$ cat src/rtl/ims1420_ctrl.sv
// rtl/ims1420_ctrl.sv - sequencer for an IMS1420-style 4K x 4 SRAM with bulk fill
module ims1420_ctrl #(
    parameter int ADDR_W      = 12,
    parameter int DATA_W      = 4,
    parameter int WAIT_CYCLES = 1
) (
    input  logic              clk,
    input  logic              rst_b,
    input  logic              req_valid,
    output logic              req_ready,
    input  logic              req_we,
    input  logic [ADDR_W-1:0] req_addr,
    input  logic [DATA_W-1:0] req_wdata,
    output logic              rsp_valid,
    input  logic              rsp_ready,
    output logic [DATA_W-1:0] rsp_data,
    output logic              wr_done,
    input  logic              init_start,
    input  logic [DATA_W-1:0] init_value,
    output logic              init_busy,
    output logic              init_done,
    output logic [ADDR_W-1:0] sram_addr,
    output logic [DATA_W-1:0] sram_din,
    input  logic [DATA_W-1:0] sram_dout,
    output logic              sram_we_b,
    output logic              sram_e_b
);
    typedef enum logic [1:0] {S_IDLE, S_SETUP, S_STROBE, S_HOLD} state_t;

    localparam logic [3:0]        WAIT_LAST = 4'(WAIT_CYCLES);
    localparam logic [ADDR_W-1:0] ADDR_ONE  = {{(ADDR_W-1){1'b0}}, 1'b1};

    state_t     state;
    logic [3:0] wait_cnt;
    logic       op_write;

    // Fill requests take priority, so a pending init_start masks the request channel.
    assign req_ready = (state == S_IDLE) && !rsp_valid && !init_start;

    always_ff @(posedge clk or negedge rst_b) begin
        if (!rst_b) begin
            state     <= S_IDLE;
            wait_cnt  <= 4'd0;
            op_write  <= 1'b0;
            sram_e_b  <= 1'b1;
            sram_we_b <= 1'b1;
            sram_addr <= '0;
            sram_din  <= '0;
            rsp_valid <= 1'b0;
            rsp_data  <= '0;
            wr_done   <= 1'b0;
            init_busy <= 1'b0;
            init_done <= 1'b0;
        end else begin
            wr_done   <= 1'b0;
            init_done <= 1'b0;
            case (state)
                S_IDLE: begin
                    if (rsp_valid && rsp_ready) begin
                        rsp_valid <= 1'b0;
                    end
                    if (init_start) begin
                        init_busy <= 1'b1;
                        op_write  <= 1'b1;
                        sram_addr <= '0;
                        sram_din  <= init_value;
                        state     <= S_SETUP;
                    end else if (req_valid && req_ready) begin
                        op_write  <= req_we;
                        sram_addr <= req_addr;
                        sram_din  <= req_wdata;
                        state     <= S_SETUP;
                    end
                end
                S_SETUP: begin
                    sram_e_b  <= 1'b0;
                    sram_we_b <= !op_write;
                    wait_cnt  <= 4'd0;
                    state     <= S_STROBE;
                end
                S_STROBE: begin
                    if (wait_cnt == WAIT_LAST) begin
                        sram_e_b  <= 1'b1;
                        sram_we_b <= 1'b1;
                        if (!op_write) begin
                            rsp_data <= sram_dout;
                        end
                        state <= S_HOLD;
                    end else begin
                        wait_cnt <= wait_cnt + 4'd1;
                    end
                end
                S_HOLD: begin
                    if (init_busy) begin
                        // Stop after the top address so the counter never wraps back to 0.
                        if (&sram_addr) begin
                            init_busy <= 1'b0;
                            init_done <= 1'b1;
                            state     <= S_IDLE;
                        end else begin
                            sram_addr <= sram_addr + ADDR_ONE;
                            state     <= S_SETUP;
                        end
                    end else begin
                        if (op_write) begin
                            wr_done <= 1'b1;
                        end else begin
                            rsp_valid <= 1'b1;
                        end
                        state <= S_IDLE;
                    end
                end
                default: state <= S_IDLE;
            endcase
        end
    end
endmodule
$ cat config.mk
export PLATFORM = sky130hd
export DESIGN_NAME = ims1420_ctrl
export DESIGN_NICKNAME = d
export VERILOG_FILES = /design/src/rtl/ims1420_ctrl.sv
export SDC_FILE = /design/constraint.sdc
export NUM_CORES = 1
export LEC_CHECK = 0
export ABC_CLOCK_PERIOD_IN_PS = 2850
export BUFFER_PORTS_ARGS = -buffer_cell sky130_fd_sc_hd__clkbuf_2
export CORE_MARGIN = 3
export CORE_UTILIZATION = 50
export DETAILED_ROUTE_END_ITERATION = 6
export PLACE_DENSITY = 0.76
export SLEW_MARGIN = 0
export SYNTH_ARGS = -nofsm -noshare
export SYNTH_HDL_FRONTEND = slang
export SYNTH_SLANG_ARGS = --single-unit
$ cat constraint.sdc
create_clock -name clk -period 2.85 [get_ports clk]
set_input_delay 0.57 -clock clk [delete_from_list [all_inputs] [get_ports clk]]
set_output_delay 0.57 -clock clk [all_outputs]
set_load 0.05 [all_outputs]
==> impl_metrics.csv <==
group,metric,value,unit
floorplanning,ios,57,
timing,finalSetupViolations,0,
detailed_routing,drc,0,
job,maxCapViolCount,0,
detailed_routing,drt_iter0_markers,134,
worst_setup_path,critPathLaunchType,"flip-flop",
global_routing,grt-ovfl-total,0,
timing,worst_slew_pin_slew,818,ps
logic_synthesis,yosys_warnings,0,
logic_synthesis,synth-seq-area-share,0.444,
worst_setup_path,r2r_end,"sram_addr[0]$_DFFE_PN0P_",
logic_synthesis,syn_area,1870,sq um
clock_network,htree_levels,2,
clock_network,numCtsBuffers,5,
timing,setup_tns,0,ps
clock_network,clock_sinks,33,
worst_setup_path,crit_fanout,7,
global_routing,track_usage,0.219,
min_path,hp-class,"in2async",
worst_setup_path,worst_setup_path_end_kind,"output pin",
clock_network,path_clk_slew,70,ps
global_routing,grt_pass1_vias,1604,
cells_and_area,final_common_cell,"clkbuf_2",
power_and_ir_drop,power_density,1280,nW/um^2
logic_synthesis,synth-edff-count,0,
timing,holdWs,372,ps
floorplanning,die_y,67.1,um
status,status,"finished clean",
clock_network,clockBufferDepth,2,
logic_synthesis,synth.avg_cell_area,9.33,sq um
timing,timing_hold_violations_final,0,
global_routing,grt_max_degree,34,
worst_setup_path,required,2280,ps
place,place.gp.congestion,0.884,
clock_network,post-cts-setup-buffers,0,
cells_and_area,fin_nets,295,
timing,fin_crit,2470,ps
detailed_routing,drtAntennaViolNets,0,
place,place_inst,296,
cells_and_area,final_layout_size_suffix_gt1_frac,0.295,
logic_synthesis,netlist.area_leader.share,0.416,
logic_synthesis,synth_cell_types,43,
clock_network,clock_latency,280,ps
floorplanning,fp.dieW,67.1,um
power_and_ir_drop,ir_drop,0.578,mV
timing,max_freq,405,MHz
logic_synthesis,synth_seq_cells,33,
worst_setup_path,reg2reg_slack,570,ps
floorplanning,start_util,0.538,
timing,max_slew_margin,0.454,
logic_synthesis,synthFlopType,"dfrtp_1",
clock_network,clockRootBuffer,"clkbuf_8",
worst_setup_path,r2r_cells,5,
place,postPlaceCellArea,2180,sq um
logic_synthesis,synth_cells,200,
detailed_routing,wire_per_inst,14.8,um
cells_and_area,syn_to_final_growth,22.3,%
place,dp_hpwl,3.30,mm
detailed_routing,finalWirelength,4.48,mm
timing,drv_slew,0,
timing,rsz0062_at_grt,"false",
cells_and_area,stdcell_count,304,
clock_network,ctsResizeCount,0,
cells_and_area,mostFrequentLayoutCells,"clkbuf_2 (56), dfrtp_1 (31), nand2_1 (23)",
floorplanning,core,3470,sq um
worst_setup_path,r2r-start,"state[1]$_DFFE_PN0P_",
global_routing,antenna_found_initial,0,
logic_synthesis,synth_area_leader_cell,"dfrtp_1",
place,port_buffers,56,
worst_setup_path,worstPathArrival,1900,ps
logic_synthesis,synthTopCellsByArea,"dfrtp_1 (42%), ha_1 (5.4%), nand2_1 (4.6%)",
power_and_ir_drop,power.leakage,0.00109,uW
detailed_routing,vias,1742,
clock_network,hold_buffers,0,
power_and_ir_drop,power,2920,uW
cells_and_area,finalInstanceArea,2280,sq um
logic_synthesis,synthesis.nets,238,
detailed_routing,via_per_inst,5.73,
logic_synthesis,ys_async_sr_fraction,1.00,
detailed_routing,drtPass1Iterations,4,
floorplanning,die-area,4500,sq um
global_routing,grt_pass1_wl,7.51,mm
timing,skew,3.03,ps
floorplanning,rows,21,
worst_setup_path,crit_type,"reg2out",
clock_network,cts_tree,"built",
cells_and_area,antenna_cells,0,
timing,finalCritPeriodShare,0.866,
## sequential cells by signal (all words and copies together) (netlist names)
name       flops
wr_done        1
sram_e_b       1
init_busy      1
wait_cnt       4
sram_addr     12
op_write       1
sram_we_b      1
rsp_valid      1
state          2
rsp_data       4
init_done      1
sram_din       4
## cells by family (layout without fill, tap and decap cells)
logic type,Yosys count,in the layout,synth area share
adders and majority gates,8,8,0.0537
xor gates and xnor gates,2,2,0.00939
muxes,11,11,0.0644
buffers and inverters,22,80,0.0503
DFF,33,33,0.444
AOI/OAI and AO/OA,54,54,0.190
and+or+nand+nor,70,70,0.188
## power breakdown
group / total (uW) / internal [uW] / switching, uW
sequential: 869 / 666 / 203
combinational: 1660 / 511 / 1140
clock: 391 / 218 / 173
total: 2920 / 1400 / 1520
## synth_stat cells (2+ instances only)
library cell  number
a31oi_1            3
nor3_1             6
and2_1             2
nand2_1           23
a21oi_1            8
mux2_2             4
o2bb2ai_1          6
dfrtp_1           31
nor2b_1            4
o22ai_1            2
nand4_1            6
dfstp_2            2
o211ai_1           2
nor2_1             8
o21ai_0           16
clkbuf_1           5
mux2i_1            6
inv_1             13
buf_2              3
nor4_1             2
a32oi_1            3
nand3_1           13
ha_1               8
xor2_1             2
o31ai_1            4
## how the worst max path moves through the flow
stage,start,end
global placement,state[1]$_DFFE_PN0P_,sram_addr[0]$_DFFE_PN0P_
floorplan,state[0]$_DFFE_PN0P_,req_ready
detailed placement,state[1]$_DFFE_PN0P_,sram_addr[0]$_DFFE_PN0P_
global route,state[0]$_DFFE_PN0P_,req_ready
CTS,state[0]$_DFFE_PN0P_,req_ready
finish,state[0]$_DFFE_PN0P_,req_ready
## metal layers
metal | vias to the layer above | global-route usage | share of wire
li1 | 842 | - | -
met1 | 826 | 0.310 | 0.46
met2 | 71 | 0.329 | 0.47
met3 | 3 | 0.0675 | 0.068
met4 | 0 | 0.0430 | 0.0051
met5 | - | 0 | 0
## worst max-delay path, cell delays in order, from the launching register on
cell and delay [ps]:
dfrtp_1 400, inv_1 150, ha_1 290, nor2b_1 310, nor2b_1 170, clkbuf_2 280
## final cells by class
cell class	count	area, sq um
inverters	13	48.8
repair buffers	59	303
flip-flops and latches	33	828
well taps	46	57.6
clock buffers	7	96.3
fillers	316	1190
multi-input cells	145	943
clock inverters	1	5.00
## metrics by stage
stage / util / setup WS, ps
5_1_grt: 0.658 / 237
2_1_floorplan: - / 530
3_3_place_gp: 0.629 / 687
4_1_cts: 0.658 / 368
3_5_place_dp: 0.629 / 610
6_report: 0.658 / 383
Power figures use the tool's default switching activity.
